**src/rtl/logic_unit_pkg.sv**
```systemverilog
// Shared encodings for the logic unit: operation codes, transfer modes and
// controller states.
package logic_unit_pkg;

    typedef enum logic [1:0] {
        OP_AND = 2'b00,
        OP_OR  = 2'b01,
        OP_XOR = 2'b10,
        OP_NOR = 2'b11
    } op_e;

    typedef enum logic {
        MODE_SINGLE = 1'b0,
        MODE_ACCUM  = 1'b1
    } mode_e;

    typedef enum logic [1:0] {
        ST_IDLE = 2'b00,
        ST_ACC  = 2'b01,
        ST_OUT  = 2'b10
    } state_e;

endpackage

```
**src/rtl/logic_op.sv**
```systemverilog
// Combinational bitwise operator: y = a op b for AND/OR/XOR/NOR.
module logic_op
    import logic_unit_pkg::*;
#(
    parameter int WIDTH = 8
) (
    input  logic [WIDTH-1:0] a,
    input  logic [WIDTH-1:0] b,
    input  op_e              op,
    output logic [WIDTH-1:0] y
);

    always_comb begin
        // NOTE: every output of a combinational block gets a default first so
        // no path through the case can leave it unassigned and infer a latch.
        y = '0;
        case (op)
            OP_AND:  y = a & b;
            OP_OR:   y = a | b;
            OP_XOR:  y = a ^ b;
            OP_NOR:  y = ~(a | b);
            default: y = '0;
        endcase
    end

endmodule

```
**src/rtl/logic_unit_acc.sv**
```systemverilog
// Registered bitwise logic unit with valid/ready handshake, SINGLE and ACCUM
// (burst reduction) modes. Optional ZERO flag: define LOGIC_UNIT_ZERO_FLAG_EN.
module logic_unit_acc
    import logic_unit_pkg::*;
#(
    parameter int WIDTH     = 8,
    parameter int MAX_BEATS = 16,
    parameter int CNT_W     = 5
) (
    input  logic             CLK,
    input  logic             RESET,
    input  logic             IN_VALID,
    output logic             IN_READY,
    input  logic [1:0]       OP,
    input  logic             MODE,
    input  logic             LAST,
    input  logic [WIDTH-1:0] A,
    input  logic [WIDTH-1:0] B,
    output logic             OUT_VALID,
    input  logic             OUT_READY,
    output logic [WIDTH-1:0] RESULT,
    output logic [CNT_W-1:0] COUNT,
`ifdef LOGIC_UNIT_ZERO_FLAG_EN
    output logic             ZERO,
`endif
    output logic             ERR
);

    localparam logic [CNT_W-1:0] MAX_CNT = CNT_W'(MAX_BEATS);
    localparam logic [CNT_W-1:0] ONE_CNT = CNT_W'(1);

    state_e           state_q, state_d;
    logic [WIDTH-1:0] acc_q,   acc_d;
    logic [CNT_W-1:0] count_q, count_d;
    logic             err_q,   err_d;
    op_e              op_q,    op_d;
`ifdef LOGIC_UNIT_ZERO_FLAG_EN
    logic             zero_q,  zero_d;
`endif

    logic             accept;
    logic             start_beat;
    logic             fold_beat;
    logic [CNT_W-1:0] count_inc;
    logic             hit_max;
    logic [WIDTH-1:0] lu_a;
    op_e              lu_op;
    logic [WIDTH-1:0] lu_y;

    assign IN_READY  = (state_q != ST_OUT) || OUT_READY;
    assign accept    = IN_VALID && IN_READY;
    // A beat accepted while draining OUT starts a new transfer, giving
    // back-to-back SINGLE results without a bubble.
    assign start_beat = accept && (state_q != ST_ACC);
    assign fold_beat  = accept && (state_q == ST_ACC);
    assign count_inc  = count_q + ONE_CNT;
    assign hit_max    = (count_inc == MAX_CNT);

    assign lu_a  = start_beat ? A : acc_q;
    assign lu_op = start_beat ? op_e'(OP) : op_q;

    logic_op #(
        .WIDTH (WIDTH)
    ) u_logic_op (
        .a  (lu_a),
        .b  (B),
        .op (lu_op),
        .y  (lu_y)
    );

    always_comb begin
        state_d = state_q;
        acc_d   = acc_q;
        count_d = count_q;
        err_d   = err_q;
        op_d    = op_q;

        if (start_beat) begin
            acc_d   = lu_y;
            count_d = ONE_CNT;
            err_d   = 1'b0;
            op_d    = op_e'(OP);
            if ((mode_e'(MODE) == MODE_SINGLE) || LAST) begin
                state_d = ST_OUT;
            end else begin
                state_d = ST_ACC;
            end
        end else if (fold_beat) begin
            acc_d   = lu_y;
            count_d = count_inc;
            if (LAST || hit_max) begin
                state_d = ST_OUT;
                err_d   = !LAST;
            end
        end else if ((state_q == ST_OUT) && OUT_READY) begin
            state_d = ST_IDLE;
        end
    end

`ifdef LOGIC_UNIT_ZERO_FLAG_EN
    // The flag tracks the value actually loaded into the result register.
    always_comb begin
        zero_d = zero_q;
        if (start_beat || fold_beat) begin
            zero_d = (lu_y == '0);
        end
    end
`endif

    always_ff @(posedge CLK) begin
        // NOTE: state registers use non-blocking assignments so every flop
        // samples pre-edge values regardless of statement order.
        if (RESET) begin
            state_q <= ST_IDLE;
            acc_q   <= '0;
            count_q <= '0;
            err_q   <= 1'b0;
            op_q    <= OP_AND;
        end else begin
            state_q <= state_d;
            acc_q   <= acc_d;
            count_q <= count_d;
            err_q   <= err_d;
            op_q    <= op_d;
        end
    end

`ifdef LOGIC_UNIT_ZERO_FLAG_EN
    always_ff @(posedge CLK) begin
        if (RESET) begin
            zero_q <= 1'b0;
        end else begin
            zero_q <= zero_d;
        end
    end

    assign ZERO = zero_q;
`endif

    assign OUT_VALID = (state_q == ST_OUT);
    assign RESULT    = acc_q;
    assign COUNT     = count_q;
    assign ERR       = err_q;

endmodule
```
**config.mk**
```make
export PLATFORM = sky130hd
export DESIGN_NAME = logic_unit_acc
export DESIGN_NICKNAME = d
export VERILOG_FILES = /design/src/rtl/logic_unit_pkg.sv /design/src/rtl/logic_op.sv /design/src/rtl/logic_unit_acc.sv
export SDC_FILE = /design/constraint.sdc
export NUM_CORES = 1
export LEC_CHECK = 0
export BUFFER_PORTS_ARGS = -buffer_cell sky130_fd_sc_hd__buf_4
export CAP_MARGIN = 30
export CORE_ASPECT_RATIO = 2
export CORE_MARGIN = 2
export CORE_UTILIZATION = 40
export DETAILED_ROUTE_END_ITERATION = 16
export PLACE_DENSITY = 0.7
export SYNTH_ARGS = -nofsm -noshare
export SYNTH_HDL_FRONTEND = slang
export SYNTH_SLANG_ARGS = --single-unit
```
**constraint.sdc**
```tcl
create_clock -name CLK -period 2.2 [get_ports CLK]
set_input_delay 0 -clock CLK [delete_from_list [all_inputs] [get_ports CLK]]
set_output_delay 0 -clock CLK [all_outputs]
set_load 0.05 [all_outputs]
```
* Word-level counts from Yosys, hierarchy flattened *
Index checks and enable logic that the tools add are counted.

cells by class
  add/sub/neg operators = 1
  multipliers = 0
  divide/modulo/power cells = 0
  magnitude comparators = 0
  equal/unequal tests = 9
  shifts and indexed selects = 0
  mux-type cells = 12
  bitwise gates (word level) = 5
  reductions and logical operators = 14

operator list
  cell                                           number
  one-hot mux 8 bit (4 select lines)             1
  2-to-1 mux 8 bit                               3
  2-to-1 mux 2 bit                               6
  AND 8 bit                                      1
  NOT 8 bit                                      1
  OR 8 bit                                       1
  XOR 8 bit                                      1
  == test 2 bit, second input constant           3
  adder 5 x 1 -> 5 bit, second input constant    1
  == test 5 bit, second input constant           1
  == test 2 x 1 -> 1 bit, second input constant  2
  logical AND 1 bit                              4
  AND reduction 2 bit                            2
  logical OR 1 bit                               3
  != test 3 x 2 -> 1 bit, second input constant  1
  nonzero test 3 bit                             1
  logical NOT 2 bit                              1
  2-to-1 mux 1 bit                               2
  != test 2 x 1 -> 1 bit, second input constant  1
  != test 2 bit, second input constant           1
  nonzero test 2 bit                             1
  OR reduction 2 bit                             1
  logical NOT 1 bit                              1
  NOT 1 bit                                      1

word-level totals
  bits in registers = 18
  bits in latches = 0
  memory bits (writable) = 0
  ROM bits = 0
  input port bits = 24
  output and inout bits = 16
  word-level logic and storage cells = 47
  memories kept = 0

* Depth between registers and ports, before layout *
Gate-level depths: netlist of run 1.

  depth in word-level cells = 10
  mapped depth = 8
  depth with buffers taken out = 7

* Hierarchy *
From an unflattened synthesis of run 1, not the netlist that was laid out.

second synthesis, totals
  cells, all modules = 165
  area, all modules = 1492.7 µm²

modules (own cells, without submodules)
  module          instances  cells each  area an instance (µm²)  sequential area each (µm²)
  logic_unit_acc  1          106         965.9                   360.3
  logic_op        1          59          526.8                   0.0

* Worst setup path before layout of run 1 *
OpenSTA, ideal clock, no wires.

  path type = register -> register
  start = reg state_q[1]
  end = reg acc_q[6], in the netlist RESULT[6]
  setup time = 0.138 ns
  arrival time = 1.968 ns
  data required time = 2.062 ns
  path slack = 0.094 ns
  cell stages (with the launch flop) = 9
  buffers on the path = 1
  clock period less this slack = 2.106 ns
  path through = dfxtp_1 > or3b_1 > buf_6 > nand3_2 > mux2_2 > inv_1 > ha_1 > mux2i_1 > o221ai_2

on the way
  cells in the longest elaborated chain, start to end = 10
  elaborated cells between the ends (all ways) = 21
  those cells by class = eq/ne: 6; mux: 5; bitwise: 4; reduce/logical: 6

RTL lines
  what                                RTL line                        text
  start: declaration                  logic_unit_acc.sv:32            state_e state_q, state_d;
  start signal: assignment            logic_unit_acc.sv:120           state_q <= state_d;
  != test 2 bit *                     logic_unit_acc.sv:50            assign IN_READY = (state_q != ST_OUT) || OUT_READY;
  logical OR 1 bit *                  logic_unit_acc.sv:50
  via IN_READY                        logic_unit_acc.sv:13            output logic IN_READY,
  logical AND 1 bit *                 logic_unit_acc.sv:51            assign accept = IN_VALID && IN_READY;
  logical AND 1 bit                   logic_unit_acc.sv:54            assign start_beat = accept && (state_q != ST_ACC);
  2-to-1 mux 8 bit                    logic_unit_acc.sv:59            assign lu_a = start_beat ? A : acc_q;
  OR 8 bit                            logic_op.sv:19, logic_op.sv:21
  NOT 8 bit                           logic_op.sv:21                  OP_NOR: y = ~(a | b);
  one-hot mux 8 bit (4 select lines)  logic_op.sv:17                  case (op)
  2-to-1 mux 8 bit                    logic_unit_acc.sv:88            end else if (fold_beat) begin
  2-to-1 mux 8 bit                    logic_unit_acc.sv:78            if (start_beat) begin
  end signal: assignment              logic_unit_acc.sv:115           acc_q <= '0;
  end signal: assignment              logic_unit_acc.sv:121           acc_q <= acc_d;
  end: declaration                    logic_unit_acc.sv:33            logic [WIDTH-1:0] acc_q, acc_d;

Mark *: on every way through the listed nets, which the timed path passes. The rest lies on a longest branch. The select of a mux whose other input is x is not followed.
A chain may end at the register's enable or synchronous reset.

* Worst setup path in the final report of run 1 *
  start = reg state_q[0]
  end = reg acc_q[4], in the netlist RESULT[4]

on the way
  cells in the longest elaborated chain, start to end = 10
  elaborated cells between the ends (all ways) = 21
  those cells by class = eq/ne: 6; mux: 5; bitwise: 4; reduce/logical: 6

RTL lines
  what                                RTL line
  != test 2 bit                       logic_unit_acc.sv:50
  logical OR 1 bit                    logic_unit_acc.sv:50
  logical AND 1 bit                   logic_unit_acc.sv:51
  logical AND 1 bit                   logic_unit_acc.sv:54
  2-to-1 mux 8 bit                    logic_unit_acc.sv:59
  OR 8 bit                            logic_op.sv:19, logic_op.sv:21
  NOT 8 bit                           logic_op.sv:21
  one-hot mux 8 bit (4 select lines)  logic_op.sv:17
  2-to-1 mux 8 bit                    logic_unit_acc.sv:88
  2-to-1 mux 8 bit                    logic_unit_acc.sv:78

Parallel ways exist; a longest one is shown, timed or not. The select of a mux whose other input is x is not followed.

==> results.sh, run 1 <==
export IMPL_grt_first_pass_wirelength_mm=5.25
export IMPL_critPathMaxStageDelay_ns=0.41
export IMPL_global_route_usage_total_pct=17.0
export IMPL_number_of_global_route_vias_before_repair=1256
export IMPL_average_vias_per_placed_instance=5.08
export IMPL_dr_total_vias=1284
export IMPL_synth_commonest_cells="19 x inv_1, 18 x dfxtp_1, 18 x ha_1"
export IMPL_hold_path_class="primary input to flip-flop"
export IMPL_rsz0062_at_grt="false"
export IMPL_share_seq_of_total_power_pct=35.6
export IMPL_die_width_um=46.4
export IMPL_synthFlopType="dfxtp_1"
export IMPL_switchingPower_w=0.000365
export IMPL_placeableCoreArea_um2=3420
export IMPL_timing_setup_critical_path_class="flip-flop to flip-flop"
export IMPL_drc_errors=0
export IMPL_port_buffers=39
export IMPL_netlist_cell_type_count=43
export IMPL_ratio_of_cells_with_drive_above_1_in_the_final_layout_pct=30.7
export IMPL_cts_path_max_buffers=2
export IMPL_achievable_frequency_ghz=0.488
export IMPL_maximum_number_of_pins_on_one_net_before_global_route_repair=18
export IMPL_wl_mm=3.14
export IMPL_clock_root_buffer="clkbuf_8"
export IMPL_die_height_um=88.7
export IMPL_final_cycle_share_pct=93.2
export IMPL_cts_hold_fix_buffers=2
export IMPL_critPathArrivalTime_ns=2.18
export IMPL_pin_count=40
export IMPL_tritoncts="done"
export IMPL_cts_buffers=3
export IMPL_post_synth_cell_area_avg_um2=8.98
export IMPL_final_fill_count=343
export IMPL_tns_ns=0
export IMPL_yosys_cell_count_top_type="inv_1"
export IMPL_syn_instance_count=160
export IMPL_cts_resized_gates=0
export IMPL_total_leakage_power_nw=0.903
export IMPL_timing_critical_path_to_type="flip-flop"
export IMPL_netSwitchingFraction_pct=34.7
export IMPL_synth_top_area_share_pct=25.1
export IMPL_synth_warning_count=0
export IMPL_worstPathMaxFanout=10
export IMPL_worstSetupStartpointType="flip-flop"
export IMPL_synth_async_sr_flop_share_pct=0
export IMPL_reg2reg_to="RESULT[4]"
export IMPL_power_per_cell_area_nw_per_um2=563
export IMPL_synth_seq_cells=18
export IMPL_worstHoldEndpoint="state_q[1]"
export IMPL_first_pass_iters=4
export IMPL_synth_yosys_seq_area_share_pct=25.1
export IMPL_cell_internal_power_w=0.000686
export IMPL_timing_final_max_slew_violations=0
export IMPL_post_cts_setup_buffer_count=0
export IMPL_r2r_cells=7
export IMPL_final_hold_viol_count=0
export IMPL_routabilityCongestion=0.778
export IMPL_number_of_nets_in_the_synthesized_netlist=202
export IMPL_synth_area_leaders="dfxtp_1 25%, ha_1 16%, mux2i_1 6.3%"
export IMPL_holdPathStages=3
export IMPL_detail_route_iter0_violations=20
export IMPL_grt_antenna_before_repair=0
export IMPL_worst_slew_margin_rel_pct=78.1
export IMPL_cts_sinks=18
export IMPL_netlist_area_um2=1440
export IMPL_design_power_total_w=0.00105
export IMPL_cp_buffers_inverters=1
export IMPL_drt_wirelength_per_cell_um=12.4
export IMPL_critical_path_required_ns=2.33
export IMPL_post_dp_hpwl_mm=2.57
export IMPL_seqCellArea_um2=360
export IMPL_global_route_overflow_total=0
export IMPL_yosysTopAreaCell="dfxtp_1"
export IMPL_status="complete, no violations"
export IMPL_num_nets_final=248
export IMPL_power_share_combinational_pct=37.8
export IMPL_cts_clk_slew_worst_paths_ns=0.07
export IMPL_measured_slew_at_the_worst_slew_check_pin_ns=0.328
export IMPL_setup_viol_count_final=0
export IMPL_synth_edff_count=0
export IMPL_floorplan_die_area_um2=4120
export IMPL_drt_antenna_violating_nets=0
export IMPL_num_antenna_cells=0
export IMPL_min_delay_start="IN_VALID"
export IMPL_multiInputGateArea_um2=951
export IMPL_cp_cell_sequence="or3b_1 > nand3_2 > mux2_2 > inv_1 > ha_1 > mux2i_1 > o221ai_1"
export IMPL_h_tree_depth=1
export IMPL_r2r_setup_slk_ns=0.15
export IMPL_floorplan_initialDensity_pct=42.1
export IMPL_maxCapViolations=0
export IMPL_area_growth_syn_to_layout_pct=30.1
export IMPL_rr_startpoint="state_q[0]"
export IMPL_crit_path_top_delay_cell="or3b_1"
export IMPL_crit_family="simple AND/OR/NAND/NOR gates"
export IMPL_post_route_min_period_ns=2.05
export IMPL_power_frac_clock_pct=26.5
export IMPL_irDropWorstVdd_mv=0.299
export IMPL_worst_skew_pair_late_latency_ns=0.25
export IMPL_clock_skew_ns=0.00151
export IMPL_core_rowCount=30
## power by group through the flow
| stage | combinational [W] | clock [W] | sequential (W) |
|---|---|---|---|
| 4_1_cts | 0.000403 | 0.000285 | 0.000375 |
| 3_3_place_gp | 0.000391 | 0 | 0.000382 |
| 5_1_grt | 0.000436 | 0.000295 | 0.000378 |
| 3_5_place_dp | 0.000399 | 0 | 0.000382 |
| 6_report | 0.000398 | 0.000279 | 0.000375 |
| 2_1_floorplan | 0.000214 | 0 | 0.000450 |
## tightest hold or removal path, cell delays in order
cell and delay (ns):
buf_4 0.16, o31ai_1 0.07, a221oi_1 0.08
## worst max path at each step
stage / startpoint / to / slack [ns] / cells after the start
after floorplan: state_q[1] / RESULT[6] / 0.09 / 8
after global placement: state_q[0] / RESULT[4] / 0.21 / 7
after detailed placement: state_q[0] / RESULT[4] / 0.17 / 7
after CTS: state_q[0] / RESULT[4] / 0.15 / 7
after global routing: state_q[0] / RESULT[6] / 0.04 / 7
final: state_q[0] / RESULT[4] / 0.15 / 7
## cell usage in the layout, fill, tap and decap left out, drive strengths merged, types with 5 or more instances in the layout
cell | synthesis | layout
buf | 4 | 45
inv | 19 | 19
dfxtp | 18 | 18
ha | 18 | 18
nand2 | 14 | 14
xor2 | 11 | 11
nor2 | 10 | 10
mux2i | 9 | 9
mux2 | 8 | 8
o221ai | 8 | 8
a21oi | 5 | 5
## area by class of cell
type / count / area share, %
well taps: 48 / 3.22
repair buffers: 47 / 19.8
flip-flops and latches: 18 / 19.3
clock buffers: 4 / 2.95
multi-input cells: 117 / 50.9
inverters: 19 / 3.82
## state kept, by name (all words and copies together), names as in the netlist
signal / cells
ERR: 1
state_q: 2
RESULT: 8
op_q: 2
COUNT: 5
## metrics by stage
step | utilization, % | worst slack [ns] | hold WS, ns | cell area (um^2) | cells
final | 54.7 | 0.150 | 0.115 | 1870 | 253
after global routing | 54.7 | 0.0437 | 0.144 | 1870 | 253
after CTS | 54.7 | 0.147 | 0.113 | 1870 | 253
after detailed placement | 52.5 | 0.167 | 0.216 | 1790 | 247
after global placement | 52.5 | 0.205 | 0.216 | 1790 | 247
after floorplan | - | 0.0937 | 0.0970 | 1440 | 160
## cells by family after synthesis
group                      Yosys count  synth area share [%]
AOI/OAI and AO/OA                   29                  15.9
xor gates and xnor gates            11                  7.23
adders and majority gates           18                  15.7
buffers and inverters               25                  8.71
DFF                                 18                  25.1
muxes                               17                  12.5
and+or+nand+nor                     42                  14.9
## metal layers
metal | track usage [%] | wire, um | vias up | share of wire [%]
met5 | 0 | 0 | - | 0
met2 | 33.8 | 1850 | 30 | 59
met4 | 6.23 | 23 | 0 | 0.73
met1 | 16.7 | 1160 | 609 | 37
met3 | 1.43 | 104 | 2 | 3.3
li1 | - | - | 643 | -
(Power assumes the default switching activity.)
==> inputs of run 2 (changes only) <==
--- a/config.mk
+++ b/config.mk
@@ -7,11 +7,10 @@
 export LEC_CHECK = 0
 export BUFFER_PORTS_ARGS = -buffer_cell sky130_fd_sc_hd__buf_4
 export CAP_MARGIN = 30
-export CORE_ASPECT_RATIO = 2
 export CORE_MARGIN = 2
-export CORE_UTILIZATION = 40
+export CORE_UTILIZATION = 30
 export DETAILED_ROUTE_END_ITERATION = 16
-export PLACE_DENSITY = 0.7
+export PLACE_DENSITY_LB_ADDON = 0.08
 export SYNTH_ARGS = -nofsm -noshare
 export SYNTH_HDL_FRONTEND = slang
 export SYNTH_SLANG_ARGS = --single-unit
==> results.sh, run 2 (same netlist as run 1, synthesis figures left out) <==
export IMPL_reg2reg_to="RESULT[0]"
export IMPL_switchingPower_w=0.000364
export IMPL_maximum_number_of_pins_on_one_net_before_global_route_repair=18
export IMPL_post_dp_hpwl_mm=2.47
export IMPL_clock_root_buffer="clkbuf_8"
export IMPL_cell_internal_power_w=0.000649
export IMPL_final_hold_viol_count=0
export IMPL_global_route_overflow_total=0
export IMPL_number_of_global_route_vias_before_repair=1317
export IMPL_flip_flop_count_of_the_largest_register_after_layout=8
export IMPL_worstPathMaxFanout=10
export IMPL_worst_skew_pair_late_latency_ns=0.25
export IMPL_achievable_frequency_ghz=0.491
export IMPL_status="complete, no violations"
export IMPL_layout_cells_most_common_list="43 x buf_4, 19 x inv_1, 18 x dfxtp_1, 18 x ha_1, 14 x nand2_1"
export IMPL_floorplan_die_area_um2=5360
export IMPL_die_width_um=73.2
export IMPL_crit_path_start="state_q[1]"
export IMPL_power_per_cell_area_nw_per_um2=544
export IMPL_hold_worst_slack_ns=0.102
export IMPL_r2r_setup_slk_ns=0.16
export IMPL_cts_path_max_buffers=2
export IMPL_floorplan_initialDensity_pct=30.8
export IMPL_worstSetupEndpoint="RESULT[0]"
export IMPL_average_vias_per_placed_instance=4.86
export IMPL_holdPathStages=3
export IMPL_tns_ns=0
export IMPL_measured_slew_at_the_worst_slew_check_pin_ns=0.799
export IMPL_met2_usage_pct=23.6
export IMPL_post_cts_setup_buffer_count=0
export IMPL_grt_first_pass_wirelength_mm=5.77
export IMPL_critical_path_required_ns=2.31
export IMPL_hold_path_class="primary input to flip-flop"
export IMPL_post_route_min_period_ns=2.04
export IMPL_cts_clk_slew_worst_paths_ns=0.07
export IMPL_worst_slew_margin_rel_pct=46.5
export IMPL_cts_buffers=3
export IMPL_multiInputGateArea_um2=958
export IMPL_total_leakage_power_nw=0.892
export IMPL_routabilityCongestion=0.778
export IMPL_power_share_combinational_pct=39.4
export IMPL_num_antenna_cells=0
export IMPL_rr_startpoint="state_q[1]"
export IMPL_rsz0062_at_grt="false"
export IMPL_h_tree_depth=1
export IMPL_maxCapViolations=0
export IMPL_num_nets_final=247
export IMPL_power_frac_clock_pct=23.8
export IMPL_final_cycle_share_pct=92.6
export IMPL_seqCellArea_um2=360
export IMPL_area_growth_syn_to_layout_pct=29.6
export IMPL_timing_final_max_slew_violations=0
export IMPL_netSwitchingFraction_pct=35.9
export IMPL_cts_sinks=18
export IMPL_layout_cells_most_common="buf_4"
export IMPL_critPathArrivalTime_ns=2.14
export IMPL_dr_total_vias=1250
export IMPL_drt_antenna_violating_nets=0
export IMPL_tritoncts="done"
export IMPL_worstSetupStartpointType="flip-flop"
export IMPL_pin_count=40
export IMPL_timing_critical_path_to_type="flip-flop"
export IMPL_drt_wirelength_per_cell_um=12.6
export IMPL_groute_layer_met3_usage_pct=2.49
export IMPL_detail_route_iter0_violations=32
export IMPL_timing_setup_critical_path_class="flip-flop to flip-flop"
export IMPL_first_pass_iters=4
export IMPL_clock_skew_ns=0.00201
export IMPL_r2r_cells=7
export IMPL_ratio_of_cells_with_drive_above_1_in_the_final_layout_pct=30.0
export IMPL_placeableCoreArea_um2=4660
export IMPL_drc_errors=0
export IMPL_die_height_um=73.2
export IMPL_port_buffers=39
export IMPL_irDropWorstVdd_mv=0.243
export IMPL_final_fill_count=467
export IMPL_wl_mm=3.23
export IMPL_share_seq_of_total_power_pct=36.8
export IMPL_grt_antenna_before_repair=0
export IMPL_core_rowCount=25
export IMPL_grt_busiest_layer="met2"
export IMPL_setup_viol_count_final=0
export IMPL_met1_usage_pct=16.6
export IMPL_global_route_usage_total_pct=13.5
run 2: cell types whose count changed in the layout (fill, tap and decap cells not counted):
cell	previous run	this run
clkbuf_8	4	3
nand3_4	0	1
buf_4	44	43
nand3_2	1	0
run 2: critical path, stage by stage, from the launching register on:
cell	delay, ns
dfxtp_1	0.34
or3b_1	0.41
nand3_4	0.20
mux2_2	0.37
inv_1	0.06
ha_1	0.21
mux2i_1	0.15
o221ai_1	0.14
run 2: layout make-up:
class / instances / share of cell area, %
repair buffers: 46 / 19.5
clock buffers: 3 / 2.22
multi-input cells: 117 / 51.5
inverters: 19 / 3.83
flip-flops and latches: 18 / 19.4
well taps: 54 / 3.63
run 2: routing by layer:
metal	routed length (um)	share of wire, %
met1	1460	45
met2	1630	50
met3	123	3.8
met4	17	0.53
met5	0	0
run 2: timing repair:
item | CTS | global route
hold buffers | 2 | 0
gates resized for setup | 0 | 1
hold endpoints to repair | 4 | 0
endpoints found under the setup margin | 0 | 7
run 2: how the worst min path moves through the flow:
stage          slack [ns]    endpoint  startpoint
2_1_floorplan         0.1         ERR        LAST
3_3_place_gp         0.22         ERR        LAST
3_5_place_dp         0.22         ERR        LAST
4_1_cts              0.09  state_q[1]    IN_VALID
5_1_grt              0.12  state_q[1]    IN_VALID
6_report             0.10  state_q[1]    IN_VALID
run 2: power groups by stage:
stage          clock network [W]  registers, W  logic, W
2_1_floorplan                  0      0.000450  0.000214
3_3_place_gp                   0      0.000380  0.000389
3_5_place_dp                   0      0.000381  0.000401
4_1_cts                 0.000256      0.000373  0.000405
5_1_grt                 0.000261      0.000379  0.000440
6_report                0.000241      0.000373  0.000399
run 2: stage by stage:
stage	cells	worst slack (ns)	utilization, %	total power, W	area [um^2]
after global placement	252	0.134	38.5	0.000769	1790
after floorplan	160	0.0937	-	0.000664	1440
final	257	0.164	39.9	0.00101	1860
after detailed placement	252	0.105	38.5	0.000781	1790
after CTS	257	0.0668	39.8	0.00103	1850
after global routing	257	0.00256	39.9	0.00108	1860
==> inputs of run 3 (changes only) <==
--- a/config.mk
+++ b/config.mk
@@ -10,6 +10,7 @@
 export CORE_MARGIN = 2
 export CORE_UTILIZATION = 30
 export DETAILED_ROUTE_END_ITERATION = 16
+export GPL_TIMING_DRIVEN = 0
 export PLACE_DENSITY_LB_ADDON = 0.08
 export SYNTH_ARGS = -nofsm -noshare
 export SYNTH_HDL_FRONTEND = slang
==> results.sh, run 3 (same netlist as run 1, synthesis figures left out) <==
export IMPL_status="complete, no violations"
export IMPL_post_route_min_period_ns=2.11
export IMPL_grt_antenna_before_repair=0
export IMPL_worstSetupStartpointType="flip-flop"
export IMPL_tritoncts="done"
export IMPL_power_per_cell_area_nw_per_um2=560
export IMPL_worst_skew_pair_late_latency_ns=0.25
export IMPL_die_width_um=73.2
export IMPL_drt_wirelength_per_cell_um=13.4
export IMPL_core_rowCount=25
export IMPL_ratio_of_cells_with_drive_above_1_in_the_final_layout_pct=31.1
export IMPL_r2r_setup_slk_ns=0.09
export IMPL_clock_root_buffer="clkbuf_8"
export IMPL_routabilityCongestion=0.797
export IMPL_final_core_util_pct=40.7
export IMPL_irDropWorstVdd_mv=0.300
export IMPL_pin_count=40
export IMPL_crit_path_start="state_q[0]"
export IMPL_maximum_number_of_pins_on_one_net_before_global_route_repair=12
export IMPL_cts_clk_slew_worst_paths_ns=0.07
export IMPL_h_tree_depth=1
export IMPL_final_cycle_share_pct=95.7
export IMPL_final_hold_viol_count=0
export IMPL_cts_buffers=3
export IMPL_global_route_usage_total_pct=13.2
export IMPL_final_fill_count=475
export IMPL_timing_setup_critical_path_class="flip-flop to flip-flop"
export IMPL_timing_final_max_slew_violations=0
export IMPL_worstPathMaxFanout=8
export IMPL_cts_sinks=18
export IMPL_number_of_global_route_vias_before_repair=1187
export IMPL_fin_area_um2=1900
export IMPL_setup_viol_count_final=0
export IMPL_achievable_frequency_ghz=0.475
export IMPL_floorplan_initialDensity_pct=30.8
export IMPL_timing_critical_path_to_type="flip-flop"
export IMPL_port_buffers=38
export IMPL_global_route_overflow_total=0
export IMPL_die_height_um=73.2
export IMPL_floorplan_die_area_um2=5360
export IMPL_detail_route_iter0_violations=49
export IMPL_cts_path_max_buffers=2
export IMPL_placed_area_um2=1790
export IMPL_wl_mm=3.49
export IMPL_measured_slew_at_the_worst_slew_check_pin_ns=0.851
export IMPL_placeableCoreArea_um2=4660
export IMPL_num_nets_final=249
export IMPL_multiInputGateArea_um2=972
export IMPL_total_leakage_power_nw=0.908
export IMPL_flip_flop_count_of_the_largest_register_after_layout=8
export IMPL_rsz0062_at_grt="true"
export IMPL_hold_path_class="primary input to flip-flop"
export IMPL_critical_path_required_ns=2.31
export IMPL_layout_cells_most_common_list="40 x buf_4, 19 x inv_1, 18 x ha_1"
export IMPL_dr_total_vias=1288
export IMPL_drt_antenna_violating_nets=0
export IMPL_clock_skew_ns=0.00201
export IMPL_min_delay_start="RESET"
export IMPL_area_growth_syn_to_layout_pct=32.1
export IMPL_average_vias_per_placed_instance=4.95
export IMPL_critPathArrivalTime_ns=2.21
export IMPL_hold_worst_slack_ns=0.133
export IMPL_layout_cells_most_common="buf_4"
export IMPL_grt_first_pass_wirelength_mm=5.51
export IMPL_worst_slew_margin_rel_pct=43.0
export IMPL_drc_errors=0
export IMPL_post_dp_hpwl_mm=2.48
export IMPL_seqCellArea_um2=368
export IMPL_num_antenna_cells=0
export IMPL_maxCapViolations=0
export IMPL_first_pass_iters=4
export IMPL_rr_startpoint="state_q[0]"
run 3: changes by cell type in the layout (fill, tap and decap cells not counted), moves of 2 or more:
cell and change:
buf_4 -3, buf_6 +2, clkbuf_1 +2, dfxtp_1 -2
dfxtp_4 +2
run 3: critical path: stages, from the launching register on:
cell	delay, ns
dfxtp_4	0.37
or3b_1	0.39
buf_6	0.15
nand3_4	0.13
mux2_2	0.36
inv_1	0.06
ha_1	0.22
mux2i_1	0.15
o221ai_1	0.13
run 3: worst paths after layout:
path                                   to  cells past startpoint
worst min-delay path              op_q[1]                      2
worst min register to register  RESULT[0]                      2
worst max-delay path            RESULT[4]                      8
worst max register to register  RESULT[4]                      8
run 3: power by group:
part / leakage (nW) / internal [W] / switching, W / total [W]
sequential: 0.149 / 0.000352 / 0.0000249 / 0.000377
clock: 0.0288 / 0.000159 / 0.000119 / 0.000278
combinational: 0.730 / 0.000179 / 0.000229 / 0.000408
run 3: per-stage QoR:
| step | setup TNS [ns] | setup slack, ns | std cells | total power, W |
|---|---|---|---|---|
| after floorplan | 0 | 0.0937 | 160 | 0.000664 |
| after global placement | -0.913 | -0.127 | 252 | 0.000772 |
| after detailed placement | -1.32 | -0.197 | 252 | 0.000784 |
| after CTS | 0 | 0.0262 | 259 | 0.00107 |
| after global routing | -0.0271 | -0.0141 | 260 | 0.00112 |
| final | 0 | 0.0943 | 260 | 0.00106 |
run 3: routing by layer:
metal  up-vias  part of all wire, %  wire length (um)  track usage, %
li1        652                    -                 -               -
met1       601                   44              1550            15.1
met2        33                   50              1750            24.9
met3         2                  5.1               176            3.31
met4         0                 0.37                13            1.65
met5         -                    0                 0               0
run 3: repair_timing:
action / 4_1_cts / 5_1_grt
setup buffers: 1 / 1
gates resized for setup: 2 / 4
setup endpoints to repair: 8 / 8
endpoints found under the hold margin: 1 / 0
cloned: 1 / 0
hold buffers: 1 / 0
pin swaps: 0 / 0
run 3: cell type report:
type                            count  share of cell area (%)
Clock buffer                        4                    2.90
Multi-Input combinational cell    118                    51.2
Inverter                           19                    3.76
Timing Repair Buffer               41                    16.3
Tap cell                           54                    3.56
Sequential cell                    18                    19.4
Buffer                              6                    2.83
